==> src/rtl/spi_ram_ctrl.sv <==
// spi_ram_ctrl: turns 10-bit SPI command words into single-beat memory
// accesses. Commands ([9:8] of rx_data):
//   00 load write address, 01 write payload, 10 load read address, 11 read.
// Ports:
//   clk, rst                 clock, asynchronous active-high reset
//   rx_valid, rx_data        command strobe and word from the SPI slave
//   tx_data, tx_valid        read data and its one-cycle qualifier
//   mem_addr, mem_wdata      memory address and write data
//   mem_we, mem_re           request strobes, held until mem_ack or timeout
//   mem_ack, mem_rdata       memory completion and read data
//   busy                     FSM is not IDLE
//   err_overrun, err_timeout sticky error flags, cleared only by reset
// Build option: define ADDR_AUTOINC_EN to post-increment the write/read
// address after every acknowledged access.
module spi_ram_ctrl #(
  parameter int unsigned ADDR_WIDTH = 8,
  parameter int unsigned TIMEOUT    = 15
) (
  input  logic                  clk,
  input  logic                  rst,
  input  logic                  rx_valid,
  input  logic [9:0]            rx_data,
  output logic [7:0]            tx_data,
  output logic                  tx_valid,
  output logic [ADDR_WIDTH-1:0] mem_addr,
  output logic [7:0]            mem_wdata,
  output logic                  mem_we,
  output logic                  mem_re,
  input  logic                  mem_ack,
  input  logic [7:0]            mem_rdata,
  output logic                  busy,
  output logic                  err_overrun,
  output logic                  err_timeout
);

  localparam int unsigned CNT_W = 8;
  localparam logic [CNT_W-1:0] CNT_LAST = CNT_W'(TIMEOUT - 1);

  localparam logic [1:0] CMD_WADDR = 2'b00;
  localparam logic [1:0] CMD_WDATA = 2'b01;
  localparam logic [1:0] CMD_RADDR = 2'b10;
  localparam logic [1:0] CMD_READ  = 2'b11;

  typedef enum logic [1:0] {
    IDLE  = 2'd0,
    WRITE = 2'd1,
    READ  = 2'd2,
    RESP  = 2'd3
  } state_t;

  state_t                state;
  logic [ADDR_WIDTH-1:0] wr_addr;
  logic [ADDR_WIDTH-1:0] rd_addr;
  logic [CNT_W-1:0]      wait_cnt;
  // High for the first IDLE cycle after a transaction; a command arriving
  // then is dropped so the SPI side sees a clean turnaround.
  logic                  just_idle;

  logic [1:0]            cmd;
  logic [7:0]            payload;

  assign cmd     = rx_data[9:8];
  assign payload = rx_data[7:0];

  // Controller FSM with all outputs registered.
  always_ff @(posedge clk or posedge rst) begin
    if (rst) begin
      state       <= IDLE;
      wr_addr     <= '0;
      rd_addr     <= '0;
      wait_cnt    <= '0;
      just_idle   <= 1'b0;
      mem_addr    <= '0;
      mem_wdata   <= '0;
      mem_we      <= 1'b0;
      mem_re      <= 1'b0;
      tx_data     <= '0;
      tx_valid    <= 1'b0;
      busy        <= 1'b0;
      err_overrun <= 1'b0;
      err_timeout <= 1'b0;
    end else begin
      tx_valid  <= 1'b0;
      just_idle <= 1'b0;
      case (state)
        IDLE: begin
          if (rx_valid && !just_idle) begin
            case (cmd)
              CMD_WADDR: wr_addr <= payload[ADDR_WIDTH-1:0];
              CMD_RADDR: rd_addr <= payload[ADDR_WIDTH-1:0];
              CMD_WDATA: begin
                mem_addr  <= wr_addr;
                mem_wdata <= payload;
                mem_we    <= 1'b1;
                wait_cnt  <= '0;
                busy      <= 1'b1;
                state     <= WRITE;
              end
              CMD_READ: begin
                mem_addr <= rd_addr;
                mem_re   <= 1'b1;
                wait_cnt <= '0;
                busy     <= 1'b1;
                state    <= READ;
              end
              default: ;
            endcase
          end
        end

        WRITE: begin
          if (rx_valid) err_overrun <= 1'b1;
          if (mem_ack) begin
            mem_we    <= 1'b0;
            busy      <= 1'b0;
            just_idle <= 1'b1;
            state     <= IDLE;
`ifdef ADDR_AUTOINC_EN
            wr_addr   <= wr_addr + ADDR_WIDTH'(1);
`endif
          end else if (wait_cnt == CNT_LAST) begin
            mem_we      <= 1'b0;
            err_timeout <= 1'b1;
            busy        <= 1'b0;
            just_idle   <= 1'b1;
            state       <= IDLE;
          end else begin
            wait_cnt <= wait_cnt + CNT_W'(1);
          end
        end

        READ: begin
          if (rx_valid) err_overrun <= 1'b1;
          if (mem_ack) begin
            tx_data <= mem_rdata;
            mem_re  <= 1'b0;
            state   <= RESP;
`ifdef ADDR_AUTOINC_EN
            rd_addr <= rd_addr + ADDR_WIDTH'(1);
`endif
          end else if (wait_cnt == CNT_LAST) begin
            mem_re      <= 1'b0;
            err_timeout <= 1'b1;
            busy        <= 1'b0;
            just_idle   <= 1'b1;
            state       <= IDLE;
          end else begin
            wait_cnt <= wait_cnt + CNT_W'(1);
          end
        end

        RESP: begin
          // tx_valid becomes visible in the first IDLE cycle.
          if (rx_valid) err_overrun <= 1'b1;
          tx_valid  <= 1'b1;
          busy      <= 1'b0;
          just_idle <= 1'b1;
          state     <= IDLE;
        end

        default: begin
          mem_we <= 1'b0;
          mem_re <= 1'b0;
          busy   <= 1'b0;
          state  <= IDLE;
        end
      endcase
    end
  end

endmodule
==> config.mk <==
export PLATFORM = sky130hd
export DESIGN_NAME = spi_ram_ctrl
export DESIGN_NICKNAME = d
export VERILOG_FILES = /design/src/rtl/spi_ram_ctrl.sv
export SDC_FILE = /design/constraint.sdc
export NUM_CORES = 1
export LEC_CHECK = 0
export ABC_CLOCK_PERIOD_IN_PS = 2600
export CELL_PAD_IN_SITES_DETAIL_PLACEMENT = 1
export CELL_PAD_IN_SITES_GLOBAL_PLACEMENT = 2
export CORE_MARGIN = 2
export CORE_UTILIZATION = 34
export DETAILED_ROUTE_END_ITERATION = 8
export GPL_TIMING_DRIVEN = 0
export PLACE_DENSITY_LB_ADDON = 0.05
export SYNTH_ARGS = -nofsm -noshare
export SYNTH_HDL_FRONTEND = slang
export SYNTH_SLANG_ARGS = --single-unit
export TNS_END_PERCENT = 50
==> constraint.sdc <==
create_clock -name clk -period 2.6 [get_ports clk]
set_clock_uncertainty 0.15 [all_clocks]
set_input_delay 0.52 -clock clk [delete_from_list [all_inputs] [get_ports clk]]
set_output_delay 0.52 -clock clk [all_outputs]
set_load 0.01 [all_outputs]
==> impl_metrics.py <==
metrics = {
    "status": {
        "run_status": "finished clean",
    },
    "timing": {
        "grt_setup_unrepaired": "no",
        "min_period_over_period": 0.898,
        "timing.final.setup_violations": 0,
        "worstMarginPinSlew_ns": 0.584,
        "fmaxAchievable_ghz": 0.428,
        "worst_slew_margin_rel": 0.610,
        "final_hold_viol_count": 0,
        "final.min_clock_period_ns": 2.33,
        "final_critical_path_setup_slack_ns": 0.266,
        "timing_max_transition_violations_final": 0,
    },
    "global_routing": {
        "global_route.usage.total": 0.154,
        "antenna_found_initial": 0,
        "grt_first_pass_wirelength_um": 10100,
        "grt_overflow": 0,
        "number_of_global_route_vias_before_repair": 2077,
        "largest_net_degree_at_the_start_of_global_routing": 41,
    },
    "critical_path": {
        "endpoint": "mem_wdata[6]",
        "worst-setup-path-type": "register to register",
        "worstSetupStartpointType": "register",
        "endpoint_kind": "register",
        "ff2ff_path_depth": 6,
        "r2r-start": "state[0]",
        "r2r_setup_slack_ns": 0.27,
        "critPathMaxFanout": 10,
        "worstPathArrival_ns": 2.40,
        "crit_start": "state[0]",
        "reg2reg_to": "mem_wdata[6]",
        "data_required_time_of_the_critical_path_ns": 2.67,
    },
    "clock_network": {
        "clk-insertion-delay-late_ns": 0.33,
        "cts_num_sinks": 57,
        "cts_repair_resize_count": 0,
        "htree_levels": 3,
        "worst_setup_hold_path_clk_slew_ns": 0.07,
        "postCtsSetupBuffers": 0,
        "cts_tree": "built",
        "tritoncts.num_buffers": 9,
        "clock_tree.buffer_depth": 2,
        "cts-root-buf": "sky130_fd_sc_hd__clkbuf_8",
        "post_cts_hold_buffer_count": 0,
    },
    "detailed_routing": {
        "post_route_drc_violation_count": 0,
        "avgRoutedWirePerCell_um": 15.6,
        "route.vias.total": 1870,
        "detail_route.iter0.violations": 57,
        "ant_nets": 0,
        "detailedRoute.firstPassIterationCount": 4,
        "route.final.wire_length_um": 5930,
        "routed_via_density": 4.93,
    },
    "die": {
        "io-pin-count": 52,
        "die_width_um": 91.6,
        "fp.coreArea_sq_um": 7330,
        "die-height_um": 91.6,
        "design.die.area_sq_um": 8390,
        "initial_utilization": 0.356,
        "std_cell_rows": 31,
    },
    "run": {
        "timing.max_cap.violations": 0,
    },
    "logic_synthesis": {
        "syn_nets": 243,
        "seq_area_frac_synth": 0.547,
        "synthesis.area_per_instance_sq_um": 12.2,
        "netlist-cell-type-count": 43,
        "synth_edf_count": 0,
        "synth_cells": 214,
        "synth-main-ff-cell": "sky130_fd_sc_hd__dfrtp_1",
        "ys_async_sr_fraction": 1.00,
        "synth.yosys.warnings": 0,
        "synth_area_sq_um": 2610,
        "postSynthRegisterBits": 57,
    },
    "power_and_ir_drop": {
        "cellLeakagePower_nw": 1.51,
        "ir_worst_vdd_mv": 0.531,
        "cellPowerDensity_nw_per_um2": 1130,
    },
    "placed_design": {
        "dp_hpwl_um": 4350,
        "dpl-instance-area_sq_um": 3240,
        "dp_worst_setup_slack_ns": -0.0719,
        "placer_s_final_routability_congestion_estimate": 0.732,
        "port_buffers": 49,
    },
    "final_layout": {
        "area.sequential_sq_um": 1430,
        "nNetsFinal": 304,
        "multiInputGateArea_sq_um": 1110,
        "fillers": 780,
        "area_growth_syn_to_layout_pct": 32.2,
        "antennaDiodeCount": 0,
        "drive_above_1_share": 0.211,
        "design_area_sq_um": 3450,
    },
    "hold_path": {
        "timing.hold.worst.class": "register to register",
    },
}
per-layer routing:
| layer | track usage | vias to the layer above | share of wire |
|---|---|---|---|
| met5 | 0 | - | 0 |
| met4 | 0.0770 | 0 | 0.017 |
| met3 | 0.0415 | 8 | 0.047 |
| met2 | 0.243 | 40 | 0.47 |
| met1 | 0.195 | 933 | 0.47 |
| li1 | - | 889 | - |
cell families after synthesis:
family / share of synthesized area
AOI/OAI and AO/OA: 0.101
adders and majority gates: 0.0336
muxes: 0.173
buffers and inverters: 0.0283
and+or+nand+nor: 0.118
DFF: 0.547
Yosys cell counts, drive strengths merged (2+ instances only):
master | count | area (sq um)
ha | 7 | 87.6
a21oi | 9 | 45.0
nor2 | 6 | 25.0
o21a | 2 | 15.0
and2 | 3 | 18.8
o2111ai | 2 | 17.5
dfrtp | 57 | 1430
clkbuf | 2 | 7.51
mux2 | 32 | 360
mux2i | 9 | 90.1
o21ai | 19 | 95.1
nand2 | 21 | 78.8
and4b | 2 | 23.8
or2b | 2 | 15.0
nand2b | 2 | 12.5
nand4b | 2 | 23.8
buf | 4 | 32.5
or3 | 4 | 25.0
inv | 9 | 33.8
nor2b | 2 | 12.5
where the power goes:
part / leakage, nW / internal (mW) / switching [mW]
clock: 0.103 / 0.495 / 0.359
combinational: 0.702 / 0.889 / 0.676
sequential: 0.703 / 1.27 / 0.219
total: 1.51 / 2.65 / 1.25
worst min-delay path by stage:
stage,start,end,slack (ns),depth (start not counted)
4_1_cts,err_overrun,err_overrun,0.32,1
3_5_place_dp,err_overrun,err_overrun,0.30,1
2_1_floorplan,rd_addr[0],rd_addr[0],0.33,1
6_report,err_overrun,err_overrun,0.31,1
3_3_place_gp,err_overrun,err_overrun,0.29,1
5_1_grt,err_overrun,err_overrun,0.34,1
cell usage in the layout (no fill, tap or decap), types with 3 or more instances in the layout:
master,netlist,layout
sky130_fd_sc_hd__dfrtp_1,57,57
sky130_fd_sc_hd__clkdlybuf4s50_1,0,49
sky130_fd_sc_hd__mux2_2,32,32
sky130_fd_sc_hd__nand2_1,21,21
sky130_fd_sc_hd__o21ai_0,17,17
sky130_fd_sc_hd__clkbuf_8,0,11
sky130_fd_sc_hd__mux2i_1,9,9
sky130_fd_sc_hd__a21oi_1,9,9
sky130_fd_sc_hd__inv_1,9,8
sky130_fd_sc_hd__ha_1,7,7
sky130_fd_sc_hd__nor2_1,5,5
sky130_fd_sc_hd__or3_1,4,4
sky130_fd_sc_hd__clkbuf_1,2,3
sky130_fd_sc_hd__and2_1,3,3
layout make-up:
cell class / count / area share
sequential: 57 / 0.413
multi-input combinational: 142 / 0.321
timing repair buffer: 50 / 0.148
clock buffer: 12 / 0.0450
tap: 99 / 0.0359
clock inverter: 4 / 0.0149
buffer: 6 / 0.0116
inverter: 9 / 0.00979
worst max-delay path, cell delays in order, from the launching register on:
cell                       delay (ns)
sky130_fd_sc_hd__dfrtp_1         0.41
sky130_fd_sc_hd__inv_1           0.11
sky130_fd_sc_hd__ha_1            0.17
sky130_fd_sc_hd__buf_6           0.13
sky130_fd_sc_hd__nand4b_2        0.30
sky130_fd_sc_hd__nor2_2          0.54
sky130_fd_sc_hd__mux2_2          0.40
through the flow:
step / cells / hold slack [ns] / power [mW] / TNS (ns) / utilization
after floorplan: 214 / 0.329 / 2.39 / 0 / -
after global placement: 362 / 0.288 / 3.06 / -37.54 / 0.440
after detailed placement: 363 / 0.302 / 3.10 / -0.503 / 0.442
after CTS: 379 / 0.317 / 3.98 / 0 / 0.471
after global routing: 379 / 0.336 / 4.21 / 0 / 0.471
final: 379 / 0.309 / 3.91 / 0 / 0.471
registers in the layout (all words and copies together) (netlist names), 2 cells and up:
| name | cells |
|---|---|
| state | 2 |
| wait_cnt | 8 |
| tx_data | 8 |
| mem_wdata | 8 |
| mem_addr | 8 |
| wr_addr | 8 |
| rd_addr | 8 |
Note: power is estimated with default switching activity, not from simulation.
